**config.mk**
```make
export PLATFORM = sky130hd
export DESIGN_NAME = midi_gate
export DESIGN_NICKNAME = d
export VERILOG_FILES = /design/src/rtl/midi_pkg.sv /design/src/rtl/note_stack.sv /design/src/rtl/midi_gate.sv
export SDC_FILE = /design/constraint.sdc
export NUM_CORES = 1
export LEC_CHECK = 0
export ABC_AREA = 1
export BUFFER_PORTS_ARGS = -buffer_cell sky130_fd_sc_hd__buf_2
export CORE_ASPECT_RATIO = 0.5
export CORE_MARGIN = 2
export CORE_UTILIZATION = 31
export CTS_CLUSTER_SIZE = 12
export DETAILED_ROUTE_END_ITERATION = 12
export PLACE_DENSITY = 0.61
export SETUP_SLACK_MARGIN = 0.2
export SLEW_MARGIN = 10
export SYNTH_ARGS = -nofsm -noshare
export SYNTH_HDL_FRONTEND = slang
export SYNTH_SLANG_ARGS = --single-unit
```
**constraint.sdc**
```tcl
create_clock -name CLK -period 3.4 [get_ports CLK]
set_clock_uncertainty 0.1 [all_clocks]
set_input_delay 0 -clock CLK [delete_from_list [all_inputs] [get_ports CLK]]
set_output_delay 0 -clock CLK [all_outputs]
set_load 0.1 [all_outputs]
```
**src/rtl/midi_pkg.sv**
```systemverilog
// midi_pkg: shared constants and type definitions for the midi_gate block.
package midi_pkg;

    // Status nibble values
    localparam logic [3:0] NOTE_OFF = 4'h8;
    localparam logic [3:0] NOTE_ON  = 4'h9;
    localparam logic [3:0] PROG     = 4'hC;
    localparam logic [3:0] CHPRESS  = 4'hD;

    // System common starts here; realtime bytes sit at and above REALTIME
    localparam logic [7:0] SYS_COMMON = 8'hF0;
    localparam logic [7:0] REALTIME   = 8'hF8;

    localparam int STACK_DEPTH = 4;

    typedef enum logic [1:0] {
        IDLE = 2'd0,
        D1   = 2'd1,
        D2   = 2'd2
    } parse_state_t;

    // Running status as seen by the parser; IGN1/IGN2 skip 1- or 2-byte messages
    typedef enum logic [2:0] {
        RS_NONE = 3'd0,
        RS_OFF  = 3'd1,
        RS_ON   = 3'd2,
        RS_IGN1 = 3'd3,
        RS_IGN2 = 3'd4
    } run_status_t;

endpackage

```
**src/rtl/note_stack.sv**
```systemverilog
// note_stack: 4-deep held-note stack, entry 0 is the most recent note.
// Outputs top_o/empty_o reflect the stack after the current strobe is applied,
// so the parent can register them on the same edge as the stack update.
module note_stack
    import midi_pkg::*;
(
    input  logic       clk_i,
    input  logic       rst_i,
    input  logic       push_i,
    input  logic       remove_i,
    input  logic [6:0] note_i,
    output logic [6:0] top_o,
    output logic       empty_o,
    output logic       was_top_o,
    output logic       hit_o
);

    logic [STACK_DEPTH-1:0][6:0] ent_q, ent_d;
    logic [2:0]                  cnt_q, cnt_d;
    logic                        hit;
    logic [1:0]                  pos;
    logic [1:0]                  shift_to;

    // Locate note_i among the valid entries (lowest index wins)
    always_comb begin
        hit = 1'b0;
        pos = 2'd0;
        for (int i = STACK_DEPTH - 1; i >= 0; i--) begin
            if (i < int'(cnt_q) && ent_q[i] == note_i) begin
                hit = 1'b1;
                pos = 2'(i);
            end
        end
    end

    // Next stack contents: push moves/inserts at the top, remove closes the gap
    always_comb begin
        ent_d    = ent_q;
        cnt_d    = cnt_q;
        shift_to = hit ? pos : 2'(STACK_DEPTH - 1);
        if (push_i) begin
            for (int j = STACK_DEPTH - 1; j > 0; j--) begin
                if (j <= int'(shift_to)) ent_d[j] = ent_q[j-1];
            end
            ent_d[0] = note_i;
            if (!hit && cnt_q != 3'(STACK_DEPTH)) cnt_d = cnt_q + 3'd1;
        end else if (remove_i && hit) begin
            for (int j = 0; j < STACK_DEPTH - 1; j++) begin
                if (j >= int'(pos)) ent_d[j] = ent_q[j+1];
            end
            cnt_d = cnt_q - 3'd1;
        end
    end

    assign top_o     = ent_d[0];
    assign empty_o   = (cnt_d == 3'd0);
    assign was_top_o = remove_i && hit && (pos == 2'd0);
    assign hit_o     = hit;

    // Stack storage
    always_ff @(posedge clk_i or posedge rst_i) begin
        if (rst_i) begin
            ent_q <= '0;
            cnt_q <= '0;
        end else begin
            ent_q <= ent_d;
            cnt_q <= cnt_d;
        end
    end

endmodule

```
**src/rtl/midi_gate.sv**
```systemverilog
// midi_gate: MIDI byte stream to monophonic GATE/NOTE/VELOCITY.
// Define MIDI_GATE_STACK_EN to enable the 4-entry last-note-priority stack;
// without it a note-off only releases the currently sounding note.
//
// state | meaning
// IDLE  | no usable running status, data bytes dropped
// D1    | awaiting note byte (or skipping data of an ignored message)
// D2    | awaiting velocity byte
module midi_gate
    import midi_pkg::*;
#(
    parameter logic [3:0] CHANNEL = 4'h0
) (
    input  logic       CLK,
    input  logic       RST,
    input  logic       LOCKED,
    input  logic [7:0] MIDI_DATA,
    input  logic       MIDI_VALID,
    output logic       GATE,
    output logic [6:0] NOTE,
    output logic [6:0] VELOCITY
);

    parse_state_t state_q;
    run_status_t  rs_q;
    logic [6:0]   nbyte_q;

    logic gate_q, gate_d;
    logic retrig_q, retrig_d;
    logic [6:0] note_q, note_d;
    logic [6:0] vel_q, vel_d;

    logic take, exec, note_on_ev, note_off_ev;

    assign take        = MIDI_VALID && LOCKED;
    assign exec        = take && !MIDI_DATA[7] && (state_q == D2)
                         && (rs_q == RS_ON || rs_q == RS_OFF);
    assign note_on_ev  = exec && (rs_q == RS_ON) && (MIDI_DATA[6:0] != 7'd0);
    assign note_off_ev = exec && !note_on_ev;

`ifdef MIDI_GATE_STACK_EN
    logic [6:0] stk_top;
    logic       stk_empty, stk_was_top, stk_hit;

    note_stack u_stack (
        .clk_i     (CLK),
        .rst_i     (RST),
        .push_i    (note_on_ev),
        .remove_i  (note_off_ev),
        .note_i    (nbyte_q),
        .top_o     (stk_top),
        .empty_o   (stk_empty),
        .was_top_o (stk_was_top),
        .hit_o     (stk_hit)
    );
`endif

    // Byte parser: running status, channel filter and data byte counting
    always_ff @(posedge CLK or posedge RST) begin
        if (RST) begin
            state_q <= IDLE;
            rs_q    <= RS_NONE;
            nbyte_q <= '0;
        end else if (take && MIDI_DATA < REALTIME) begin
            if (MIDI_DATA >= SYS_COMMON) begin
                state_q <= IDLE;
                rs_q    <= RS_NONE;
            end else if (MIDI_DATA[7]) begin
                state_q <= D1;
                if (MIDI_DATA[3:0] == CHANNEL && MIDI_DATA[7:4] == NOTE_ON)
                    rs_q <= RS_ON;
                else if (MIDI_DATA[3:0] == CHANNEL && MIDI_DATA[7:4] == NOTE_OFF)
                    rs_q <= RS_OFF;
                else if (MIDI_DATA[7:4] == PROG || MIDI_DATA[7:4] == CHPRESS)
                    rs_q <= RS_IGN1;
                else
                    rs_q <= RS_IGN2;
            end else begin
                case (state_q)
                    D1: begin
                        if (rs_q != RS_IGN1) begin
                            nbyte_q <= MIDI_DATA[6:0];
                            state_q <= D2;
                        end
                    end
                    D2:      state_q <= D1;
                    default: state_q <= IDLE;
                endcase
            end
        end
    end

    // Voice outputs: retrigger pulse finishes first, a completing message overrides it
    always_comb begin
        gate_d   = gate_q;
        retrig_d = retrig_q;
        note_d   = note_q;
        vel_d    = vel_q;
        if (LOCKED) begin
            if (retrig_q) begin
                gate_d   = 1'b1;
                retrig_d = 1'b0;
            end
            if (note_on_ev) begin
                note_d = nbyte_q;
                vel_d  = MIDI_DATA[6:0];
                if (gate_q) begin
                    gate_d   = 1'b0;
                    retrig_d = 1'b1;
                end else begin
                    gate_d   = 1'b1;
                    retrig_d = 1'b0;
                end
            end else if (note_off_ev) begin
`ifdef MIDI_GATE_STACK_EN
                if (stk_hit) begin
                    if (stk_empty) begin
                        gate_d   = 1'b0;
                        retrig_d = 1'b0;
                    end else if (stk_was_top) begin
                        note_d = stk_top;
                    end
                end
`else
                if (nbyte_q == note_q) begin
                    gate_d   = 1'b0;
                    retrig_d = 1'b0;
                end
`endif
            end
        end
    end

    // Output registers
    always_ff @(posedge CLK or posedge RST) begin
        if (RST) begin
            gate_q   <= 1'b0;
            retrig_q <= 1'b0;
            note_q   <= '0;
            vel_q    <= '0;
        end else begin
            gate_q   <= gate_d;
            retrig_q <= retrig_d;
            note_q   <= note_d;
            vel_q    <= vel_d;
        end
    end

    assign GATE     = gate_q;
    assign NOTE     = note_q;
    assign VELOCITY = vel_q;

endmodule
```
# Word level (Yosys, flattened, before mapping)
# Cells that the tools add are included.
[totals]
wordCells = 59
input_bits = 12
register_bits = 28
[op_classes]
muxes = 16
eq_ne = 11
reduce_logical = 21
n_lt_le_gt_ge = 2
n_bitwise = 2
[op_table]
columns = ["op", "n"]
rows = [
  ["4-bit == test (second input constant)", 4],
  ["3-bit 2-to-1 mux", 5],
  ["1-bit logical AND", 10],
  ["8-bit >= comparator (second input constant)", 1],
  ["8-bit < comparator (second input constant)", 1],
  ["7-bit == test", 1],
  ["1-bit 2-to-1 mux", 7],
  ["7-bit nonzero test", 1],
  ["2-bit 2-to-1 mux", 3],
  ["2-bit AND reduction", 3],
  ["5-bit AND reduction", 1],
  ["4-bit zero test", 1],
  ["4-bit inequality test (second input constant)", 1],
  ["2-bit one-hot mux with 2 select lines", 1],
  ["3-bit by 1-bit == test with 1-bit output (second input constant)", 1],
  ["3-bit by 2-bit == test with 1-bit output (second input constant)", 1],
  ["3-bit by 2-bit inequality test with 1-bit output (second input constant)", 1],
  ["2-bit by 1-bit == test with 1-bit output (second input constant)", 1],
  ["2-bit == test (second input constant)", 1],
  ["1-bit zero test", 2],
  ["1-bit logical OR", 2],
  ["1-bit inverter", 2],
  ["2-bit nonzero test", 1],
]

# Longest topological paths before layout
[logic_depth]
word_depth = 10
ltp_mapped = 9
ltp_nobuf = 9

# Worst setup path after synthesis
# Ideal clock, no wire load.
[synth_path]
kind = "register -> register"
startpoint = "register note_q[4], in the netlist NOTE[4]"
endpoint = "register gate_q, in the netlist GATE"
n_path_buf = 0
t_arrival_ps = 1419
setup_slack_ps = 1765
stages_incl_launch_ff = 7
synth_period_minus_slack_ps = 1635
cell_sequence = "dfrtp_1 -> xnor2_1 -> nand2_1 -> nor2_1 -> nand3_1 -> nand2_1 -> nand2_1"
[synth_via]
elab_chain_cells = 4
[synth_rtl]
columns = ["element", "line", "rtl"]
rows = [
  ["from (decl)", "midi_gate.sv:30", "logic [6:0] note_q, note_d;"],
  ["from (signal assigned)", "midi_gate.sv:144", "note_q <= note_d;"],
  ["7-bit == test", "midi_gate.sv:125", "if (nbyte_q == note_q) begin"],
  ["1-bit 2-to-1 mux", "midi_gate.sv:125", ""],
  ["1-bit 2-to-1 mux", "midi_gate.sv:114", "end else if (note_off_ev) begin"],
  ["1-bit 2-to-1 mux", "midi_gate.sv:104", "if (note_on_ev) begin"],
  ["to (signal assigned)", "midi_gate.sv:142", "gate_q <= gate_d;"],
  ["to (decl)", "midi_gate.sv:28", "logic gate_q, gate_d;"],
]
# Every way passes these cells.
# A chain may end at the register's enable or synchronous reset.

# Worst setup path in the final report
[layout_path]
startpoint = "input MIDI_DATA[6]"
endpoint = "register vel_q[5], in the netlist VELOCITY[5]"
[layout_via]
elab_chain_cells = 3
[layout_rtl]
columns = ["element", "line", "rtl"]
rows = [
  ["from (decl)", "midi_gate.sv:17", "input logic [7:0] MIDI_DATA,"],
  ["7-bit nonzero test", "midi_gate.sv:38", "assign note_on_ev = exec && (rs_q == RS_ON) && (MIDI_DATA[6:0] != 7'd0);"],
  ["1-bit logical AND", "midi_gate.sv:38", ""],
  ["2-bit AND reduction (no source line)", "n/a", ""],
  ["to (signal assigned)", "midi_gate.sv:145", "vel_q <= vel_d;"],
  ["to (decl)", "midi_gate.sv:31", "logic [6:0] vel_q, vel_d;"],
]
# Every way passes these cells.

==> run metrics <==
HPWL after DPL 2247 um; Post-Synthesis Cell Area 1550 sq um; CTS H-tree depth 1; 1st-iter DRT viols 69; crit path DAT 1.65 ns; core area 4865 sq um; root buf cell clkbuf_8; first-pass GRT wire length 5492 um; setup tns final 0 ns; remaining global-route overflow 0; Clock Sinks 28; vias 1234; Leak Pwr 0.9840 nW; final period utilization 45.29%; Crit. End Element flop; mean number of vias per cell 4.255; io pins 27; number of global-route vias before repair 1256; Yosys warning count 0; commonest cells after routing, fill and taps aside 51 x nand2_1, 28 x dfrtp_1, 26 x buf_2; flop and latch count out of synthesis 28; Multi-input gate area 709.4 sq um; gpl congestion 0.7774; Hold Vio Cnt, Final 0; Antenna Diode Count 0; largest net degree at the start of global routing 29; Startpoint Class primary input; status finished, final reports clean; initial antenna violation count 0; RSZ-0062 raised after global routing no; DRC viols 0; ANT nets after route 0; All-Layer GR Usage 12.44%; WL per Instance 10.80 um; syn avg cell area 8.425 sq um; Die H 54.01 um; Setup Slack @ Placement 1.891 ns; postcts setup bufs 0; CTS tree built; Seq/Total Area, Yosys 45.20%; most common cell after layout, fill and taps aside nand2_1; Net count, final 233; critical path, cell by cell dlygate4sd3_1, buf_2, inv_2, nand2_1, nor2_1, nand2_2, nand2_4, nand2_1, o21ai_2; CTS buffer count 3; Initial Util 31.87%; max cap viols 0; fin util 38.79%; Slew Viols, Final 0; Req. time, crit path 3.51 ns; Fillers 503; Reg2Reg Setup Slack 1.89 ns; share of layout cells above drive strength 1 34.55%; post-CTS sizing 0; Critical Path Max Stage Delay 0.56 ns; total power 0.9411 mW; Max transition margin 28.07%; P&R area growth vs syn 21.71%; most common cell type on the critical path nand2_1; Max FO, Critical Path 25; Reg area 700.7 sq um; TritonRoute pass-1 iters 4; PortBufs 26; worst hold path type primary input to flop; Post-Syn Nets 196; crit path kind primary input to flop; worst setup margin 1.860 ns; Die Span X 104.0 um; maximum vdd drop 0.1963 mV; hold buffers post-CTS 9; # setup viols final 0; Yosys cell types 25; fmax 649.4 MHz; Crit-path slowest cell dlygate4sd3_1; post-synthesis cell count 184; DIE AREA 5617 sq um; crit path time final 1.540 ns; total wire length 3132 um; Clock Latency Late Sink 0.28 ns; power per cell area 498.8 nW/um^2; row cnt 18; Worst-Margin Slew 1.078 ns; Clock Pin Slew Worst Setup and Hold Paths 0.10 ns; Longest Clk Path Bufs 2
[synth_stat cells]
cell | number | area, sq um
nor3_2 | 1 | 10.01
nor2_8 | 1 | 20.02
o21ai_1 | 3 | 15.01
o21ai_0 | 2 | 10.01
dfrtp_1 | 28 | 700.7
nand2_2 | 12 | 75.07
buf_6 | 2 | 22.52
a21oi_1 | 3 | 15.01
nand3_1 | 11 | 55.05
nor2_1 | 12 | 45.04
nor3_1 | 1 | 5.000
o21bai_1 | 1 | 7.510
inv_2 | 8 | 30.03
o21ai_2 | 18 | 157.7
nand3_4 | 1 | 17.52
nand2_4 | 1 | 11.26
nand4_1 | 1 | 6.260
xnor2_1 | 3 | 26.28
nor2_4 | 1 | 11.26
nor2_2 | 2 | 12.51
nand2_1 | 51 | 191.4
xor2_1 | 1 | 8.760
a21oi_2 | 1 | 8.760
buf_12 | 1 | 20.02
inv_1 | 18 | 67.56
[through the flow]
step | instances | hold slack [ns] | cell area (sq um)
after detailed placement | 277 | 0.1962 | 1725
final | 290 | 0.04440 | 1887
after global routing | 290 | 0.1071 | 1887
after floorplan | 184 | -0.03459 | 1550
after CTS | 290 | 0.04405 | 1887
after global placement | 277 | 0.1884 | 1725
[registers in the layout, indices dropped and copies added (netlist names)]
name	flops
VELOCITY	7
nbyte_q	7
rs_q	3
GATE	1
state_q	2
retrig_q	1
NOTE	7
[final cells by class]
class,instances,area share (%)
Multi-Input combinational cell,127,37.60
Sequential cell,28,37.14
Timing Repair Buffer,35,11.67
Inverter,26,5.172
Tap cell,70,4.642
Clock buffer,3,2.188
Clock inverter,1,1.592
[final timing paths]
kind | from | to | cells after the start
setup / recovery | MIDI_DATA[6] | VELOCITY[5] | 9
hold / removal | MIDI_VALID | state_q[0] | 5
setup reg to reg | rs_q[0] | VELOCITY[6] | 6
hold reg to reg | VELOCITY[6] | VELOCITY[6] | 2
max in group asynchronous | RST | rs_q[0] | 3
min in group asynchronous | RST | VELOCITY[3] | 3
[routing by layer]
| metal | part of all wire, % | routed length [um] | track usage [%] |
|---|---|---|---|
| met5 | 0 | 0 | 0 |
| met1 | 46 | 1442 | 13.86 |
| met4 | 1.4 | 44 | 4.054 |
| met2 | 51 | 1584 | 24.45 |
| met3 | 1.9 | 60 | 3.027 |
[power breakdown]
group | total [mW] | switching [mW] | internal, mW
Sequential | 0.422 | 0.0421 | 0.380
Combinational | 0.251 | 0.170 | 0.0812
Clock | 0.269 | 0.111 | 0.158
Total | 0.941 | 0.322 | 0.619
[critical path: cells and delay by family]
family	cells	cell delay, ns
AND/OR/NAND/NOR	5	0.78
buffers and inverters	3	0.80
AO/OA/AOI/OAI	1	0.07
[cells by family after synthesis]
| group | count (synthesis) | share of synthesized area (%) |
|---|---|---|
| AOI/OAI and AO/OA | 28 | 13.80 |
| xor gates and xnor gates | 4 | 2.260 |
| DFF | 28 | 45.20 |
| buffers and inverters | 29 | 9.039 |
| and+or+nand+nor | 95 | 29.70 |
Power figures use the tool's default switching activity.
